--- src/rtl/arbiter_wrr.sv ---
// Weighted round-robin arbiter. A grant is held until done; each grant may
// serve up to weight transactions before priority rotates past the winner.
module arbiter_wrr #(
  parameter int REQ_WIDTH = 8,
  parameter int WGT_WIDTH = 4
) (
  input  logic                           clk,
  input  logic                           rst_n,
  input  logic [REQ_WIDTH-1:0]           req,
  input  logic [REQ_WIDTH*WGT_WIDTH-1:0] weight,
  input  logic                           done,
  output logic [REQ_WIDTH-1:0]           gnt,
  output logic [$clog2(REQ_WIDTH)-1:0]   gnt_id,
  output logic                           gnt_vld
);

  localparam int IDW = $clog2(REQ_WIDTH);

  typedef enum logic [0:0] {IDLE, GRANT} state_t;

  state_t               state, state_n;
  logic [REQ_WIDTH-1:0] base, base_n;
  logic [WGT_WIDTH-1:0] credit, credit_n;
  logic [REQ_WIDTH-1:0] gnt_n;
  logic [IDW-1:0]       gnt_id_n;

  logic                   release_g;
  logic [REQ_WIDTH-1:0]   arb_base;
  logic [IDW-1:0]         arb_idx;
  logic [2*REQ_WIDTH-1:0] req_dbl;
  logic                   win_vld;
  logic [IDW-1:0]         win_id;
  logic [WGT_WIDTH-1:0]   win_wgt;
  int unsigned            sum;

  always_comb begin
    release_g = (state == GRANT) && done &&
                ((credit <= WGT_WIDTH'(1)) || !(|(req & gnt)));
    // On release, arbitrate this cycle against the rotated pointer so the
    // next winner is granted without an idle gap.
    arb_base = release_g ? {gnt[REQ_WIDTH-2:0], gnt[REQ_WIDTH-1]} : base;

    arb_idx = '0;
    for (int unsigned i = 0; i < REQ_WIDTH; i++)
      if (arb_base[i]) arb_idx = IDW'(i);

    // Doubled request vector shifted down by the pointer gives a wrap-around scan.
    req_dbl = {req, req} >> arb_idx;
    win_vld = 1'b0;
    win_id  = '0;
    sum     = 0;
    for (int unsigned i = 0; i < REQ_WIDTH; i++) begin
      if (!win_vld && req_dbl[i]) begin
        win_vld = 1'b1;
        sum     = 32'(arb_idx) + i;
        win_id  = (sum >= REQ_WIDTH) ? IDW'(sum - REQ_WIDTH) : IDW'(sum);
      end
    end

    win_wgt = '0;
    for (int unsigned i = 0; i < REQ_WIDTH; i++)
      if (win_id == IDW'(i)) win_wgt = weight[i*WGT_WIDTH +: WGT_WIDTH];
    if (win_wgt == '0) win_wgt = WGT_WIDTH'(1);
  end

  always_comb begin
    state_n  = state;
    base_n   = base;
    credit_n = credit;
    gnt_n    = gnt;
    gnt_id_n = gnt_id;
    case (state)
      IDLE: begin
        if (win_vld) begin
          state_n         = GRANT;
          gnt_n           = '0;
          gnt_n[win_id]   = 1'b1;
          gnt_id_n        = win_id;
          credit_n        = win_wgt;
        end
      end
      GRANT: begin
        if (release_g) begin
          base_n = arb_base;
          if (win_vld) begin
            gnt_n         = '0;
            gnt_n[win_id] = 1'b1;
            gnt_id_n      = win_id;
            credit_n      = win_wgt;
          end else begin
            state_n  = IDLE;
            gnt_n    = '0;
            gnt_id_n = '0;
            credit_n = '0;
          end
        end else if (done) begin
          credit_n = credit - WGT_WIDTH'(1);
        end
      end
      default: state_n = IDLE;
    endcase
  end

  always_ff @(posedge clk or negedge rst_n) begin
    if (!rst_n) begin
      state  <= IDLE;
      base   <= REQ_WIDTH'(1);
      credit <= '0;
      gnt    <= '0;
      gnt_id <= '0;
    end else begin
      state  <= state_n;
      base   <= base_n;
      credit <= credit_n;
      gnt    <= gnt_n;
      gnt_id <= gnt_id_n;
    end
  end

  assign gnt_vld = |gnt;

endmodule

--- config.mk ---
export PLATFORM = sky130hd
export DESIGN_NAME = arbiter_wrr
export DESIGN_NICKNAME = d
export VERILOG_FILES = /design/src/rtl/arbiter_wrr.sv
export SDC_FILE = /design/constraint.sdc
export NUM_CORES = 1
export LEC_CHECK = 0
export ABC_AREA = 0
export BUFFER_PORTS_ARGS = -buffer_cell sky130_fd_sc_hd__buf_2
export CAP_MARGIN = 20
export CORE_ASPECT_RATIO = 0.7
export CORE_MARGIN = 5
export CORE_UTILIZATION = 45
export DETAILED_ROUTE_END_ITERATION = 6
export GPL_ROUTABILITY_DRIVEN = 0
export PLACE_DENSITY = 0.76
export SLEW_MARGIN = 40
export SYNTH_ARGS = -nofsm -noshare
export SYNTH_HDL_FRONTEND = slang
export SYNTH_SLANG_ARGS = --single-unit
export TNS_END_PERCENT = 5
--- constraint.sdc ---
create_clock -name clk -period 11.4 [get_ports clk]
set_input_delay 1.14 -clock clk [delete_from_list [all_inputs] [get_ports clk]]
set_output_delay 1.14 -clock clk [all_outputs]
set_load 0.005 [all_outputs]
After elaboration in Yosys (flattened, before gate mapping):

Cells that the tools add are included.

* add/sub/neg operators: 16
* multipliers: 0
* divide/modulo/power cells: 0
* order comparisons: 11
* equal/unequal tests: 10
* shift operators: 1
* mux-type cells: 59
* bitwise operators: 2
* reductions and logical operators: 26

Operators by type and width (count)
* $mux 3: 23
* $mux 4: 13
* $mux 8: 4
* $ge 4x4->1 const B: 7
* $sub 3x1->3 const B: 8
* $add 3x3->4 const B: 4
* $pmux 8 s2: 1
* $reduce_or 8->1: 2
* $shr 16x3->8: 1
* $eq 3x3->1 const B: 4
* $mux 1: 12
* $logic_and 1x1->1: 10
* $add 3x2->4 const B: 2
* $and 8x8->8: 1
* $logic_not 1->1: 8
* $pmux 4 s2: 1
* $eq 3x2->1 const B: 2
* $pmux 3 s2: 1
* $reduce_and 2->1: 3
* $add 3x1->4 const B: 1
* $ge 3x4->1 const B: 1
* $le 4x1->1 const B: 1
* $logic_not 4->1: 1
* $lt 3x4->1 const B: 1
* other kinds (12): 13

* bits in registers: 24
* bits in latches: 0
* RAM bits: 0
* ROM bits: 0
* bits of input ports: 43
* output and inout port bits: 12
* word-level logic and storage cells: 130
* memories: 0

Longest topological paths before layout:

* depth in word-level cells: 50
* depth in mapped cells: 21
* mapped depth without buffers: 19

Least setup slack after synthesis:

OpenSTA, ideal clock, no wires.

* kind: in2reg
* from: input req[0]
* to: register credit[2]
* library setup time: 0.121 ns
* data arrival time: 4.648 ns
* data required time: 11.279 ns
* slack: 6.631 ns
* stages on the path: 17
* cell sequence: a22o_1 a221oi_2 a21o_1 buf_6 a21boi_2 buf_6 nor2_2 mux2_2 a211oi_1 o211ai_1 a32oi_4 buf_4 mux2i_1 mux2i_1 mux2i_1 o32ai_1 a22o_1

* cells in the longest elaborated chain, start to end: 50
* elaborated cells on any way between the ends: 100
* classes of those cells: 15 x add/sub; 8 x order compare; 9 x eq/ne; 1 x shift; 45 x mux; 1 x bitwise; 21 x reduce/logical

Ends and longest elaborated chain
* start, declared: RTL line 9 `input logic [REQ_WIDTH-1:0] req,`
* $and 8x8->8: RTL line 38 `((credit <= WGT_WIDTH'(1)) || !(|(req & gnt)));`
* $reduce_or 8->1: RTL line 38
* $logic_not 1->1: RTL line 38
* $logic_or 1x1->1: RTL line 38
* $logic_and 1x1->1: RTL line 37 `release_g = (state == GRANT) && done &&`
* $mux 8: RTL line 41 `arb_base = release_g ? {gnt[REQ_WIDTH-2:0], gnt[REQ_WIDTH-1]} : base;`
* $mux 1: RTL line 45 `if (arb_base[i]) arb_idx = IDW'(i);`
* $mux 2 (2 in series): RTL line 45
* (+26 left out)
* $mux 3: RTL line 53 `if (!win_vld && req_dbl[i]) begin`
* $logic_not 3->1: RTL line 62 `if (win_id == IDW'(i)) win_wgt = weight[i*WGT_WIDTH +: WGT_WIDTH];`
* $mux 4 (8 in series): RTL line 62
* $logic_not 4->1: RTL line 63 `if (win_wgt == '0) win_wgt = WGT_WIDTH'(1);`
* $mux 4: RTL line 63
* $mux 4: RTL line 85 `if (win_vld) begin`
* $mux 4: RTL line 83 `if (release_g) begin`
* $pmux 4 s2: RTL line 72 `case (state)`
* end signal, assigned: RTL line 114 `credit <= credit_n;`
* end, declared: RTL line 23 `logic [WGT_WIDTH-1:0] credit, credit_n;`

Parallel ways exist; a longest one is shown, timed or not. The select of a mux whose other input is x is not followed.
A chain may end at the register's enable or synchronous reset.

Worst setup path after layout:

* from: input req[2]
* to: register credit[0]

Same word-level chain as after synthesis.

==> flow_summary.ini <==
[drt]
viasPerCell = 6.56
drt_iter0_drc = 206
route.detailed.drc = 0
first_pass_iters = 4
wl_per_cell_um = 17.9
ant_nets = 0
num_vias = 3039
routed_wl_um = 8270

[timing]
relSlewSlack = 0.475
final.min_clock_period_ns = 5.74
max_freq_mhz = 174
finalClockSkew_ns = 0.00669
setup_viol = 0
worstMarginPinSlew_ns = 0.783
tns_ns = 0
post-route-period-util = 0.503
maxSlewViolCount = 0
rsz0062_at_grt = false
hold_viol = 0

[global_routing]
grt_max_degree = 24
grt_use_met2 = 0.292
grt_pass1_wl_um = 13900
grt_antenna_before_repair = 0
grt-busiest-layer = met1
use_met1 = 0.313
grt_pass1_vias = 2873
grtUsageMet3 = 0.0260
grt_overflow = 0
gr-usage-all-layers = 0.197

[clocking]
cts_sinks = 23
cts_setup_buffers = 0
cts_tree = yes
hold_buffers = 0
htree_levels = 1
cts-buffers-inserted = 3
cts-resized-gates = 0
cts.path.max_buffers = 2
root_buffer = clkbuf_8
clkLatencyLatePin_ns = 0.26
clk_pin_slew_worst_paths_ns = 0.09

[synthesis]
synth_cell_types = 75
yosys_warnings = 0
synth_xor_area_frac = 0.00912
synth_top_family_by_area = compound AO/OA/AOI/OAI gates
synthesis.nets = 389
async_flop_share = 1.00
avgSynthCellArea_um2 = 8.43
synth_edf_count = 0
synth_compound_area_frac = 0.393
ys_seq_area_frac = 0.200
synth_seq_cells = 23
synth_fa_ha_area_frac = 0.0174
synth_area_um2 = 2880
synth_ff_type = dfrtp_1
yosys.area_share.simple = 0.194
synthMuxAreaShare = 0.139
synth_cells = 342

[place]
dpl.hpwl_um = 6610
portBuffers = 54

[floorplanning]
die-area_um2 = 8130
rows = 24
coreArea_um2 = 6220
die_y_um = 77.0
pin_count = 55
chipWidth_um = 106
start_util = 0.464

[hold_path]
hold_class = reg -> reg
min-delay-start = gnt_id[0]$_DFFE_PN0P_

[worst_setup_path]
critPathArrivalTime_ns = 5.88
critPathLaunchType = input pin
crit_start = req[2]
worstPathCellList = buf_2, a22o_1, a221oi_4, a21oi_2, o2bb2ai_2, inv_1, nor3_1, nor3_1, o211ai_1, o21ai_0, a2bb2oi_2, nor2_1, a211o_1, a311oi_1, a21oi_1
path_class = in -> reg
crit_top_cell = nor3_1
slowest_delay_ns = 0.63
cpMaxStageDelayCell = o2bb2ai_2
critPathRequiredTime_ns = 11.54
crit_fanout = 20
crit_path_end_kind = register
r2r_start = credit[0]$_DFFE_PN0P_

[outcome]
run_status = complete, no violations

[layout]
diodes = 0
area_growth_pct = 11.6
layout-drive-gt1-share = 0.239
final_nets = 433

[flow_run]
cap_violations = 0
-- cell usage in the layout (no fill, tap or decap), drive strengths merged, types with 8 or more instances in the layout --
cell    netlist  routed
a21oi        20      20
a22o         16      16
buf          10      54
dfrtp        23      23
inv          14      14
mux2          8       8
mux2i        31      31
nand2        21      21
nand3        13      13
nor2         30      30
nor3         15      15
o211ai       11      11
o21ai        14      14
o22ai        10      10
-- critical path: cells and delay by family --
family                 cells  cell delay (ns)
and+or+nand+nor            3             0.96
buffers and inverters      2             0.67
AOI/OAI and AO/OA         10             3.09
-- through the flow --
stage	hold WS, ns	instances	area, µm²	worst slack, ns	utilization
2_1_floorplan	0.465	342	2880	6.63	-
3_3_place_gp	0.460	459	3170	5.62	0.509
3_5_place_dp	0.475	459	3170	5.54	0.509
4_1_cts	0.500	463	3210	5.81	0.517
5_1_grt	0.532	463	3210	5.32	0.517
6_report	0.495	463	3210	5.66	0.517
-- registers in the layout (all words and copies together), names as in the netlist --
register / count
base: 7
credit: 4
gnt_id: 3
gnt: 8
state: 1
-- layout make-up --
| type | count | area, µm² |
|---|---|---|
| Sequential cell | 23 | 576 |
| Multi-Input combinational cell | 290 | 2170 |
| Tap cell | 78 | 97.6 |
| Timing Repair Buffer | 54 | 270 |
| Clock inverter | 1 | 7.51 |
| Clock buffer | 3 | 41.3 |
| Fill cell | 593 | 3000 |
| Inverter | 14 | 52.6 |
-- synthesized netlist by cell type (4+ instances only) --
cell type / number / share of area
ha_1: 4 / 0.017
o211ai_1: 11 / 0.029
nand3_1: 12 / 0.021
a211oi_1: 5 / 0.013
mux2i_1: 31 / 0.11
nor3_1: 15 / 0.026
a21oi_2: 4 / 0.012
o22ai_1: 9 / 0.020
nor4_1: 5 / 0.011
o21ai_0: 13 / 0.023
clkbuf_1: 5 / 0.0065
a21o_1: 6 / 0.016
a21oi_1: 16 / 0.028
nand2_1: 21 / 0.027
dfrtp_1: 23 / 0.20
and2_1: 4 / 0.0087
mux2_2: 7 / 0.027
buf_2: 7 / 0.012
a22o_1: 16 / 0.049
inv_1: 12 / 0.016
nand2b_1: 6 / 0.013
and3_1: 4 / 0.0087
nor2_1: 28 / 0.036
-- cell families (layout without fill, tap and decap cells) --
group	Yosys count	after routing
AOI/OAI and AO/OA	134	134
buffers and inverters	29	72
and+or+nand+nor	110	110
adders and majority gates	4	4
muxes	39	39
DFF	23	23
xor gates and xnor gates	3	3
-- layer usage --
metal / vias up / wire length (µm)
met2: 141 / 3470
met5: - / 0
met1: 1440 / 4080
met3: 6 / 654
li1: 1452 / -
met4: 0 / 67
-- final timing paths --
| check | depth (start not counted) | slack [ns] | end |
|---|---|---|---|
| hold reg to reg | 1 | 0.49 | gnt_id[0]$_DFFE_PN0P_ |
| setup reg to reg | 16 | 6.10 | credit[0]$_DFFE_PN0P_ |
| hold / removal | 1 | 0.49 | gnt_id[0]$_DFFE_PN0P_ |
| setup / recovery | 15 | 5.66 | credit[0]$_DFFE_PN0P_ |
| min in group asynchronous | 1 | 0.84 | gnt[5]$_DFFE_PN0P_ |
| max in group asynchronous | 1 | 10.20 | state$_DFF_PN0_ |
Power is not shown: default switching activity piles up to over one toggle a cycle in this logic, so the estimate is an artifact.
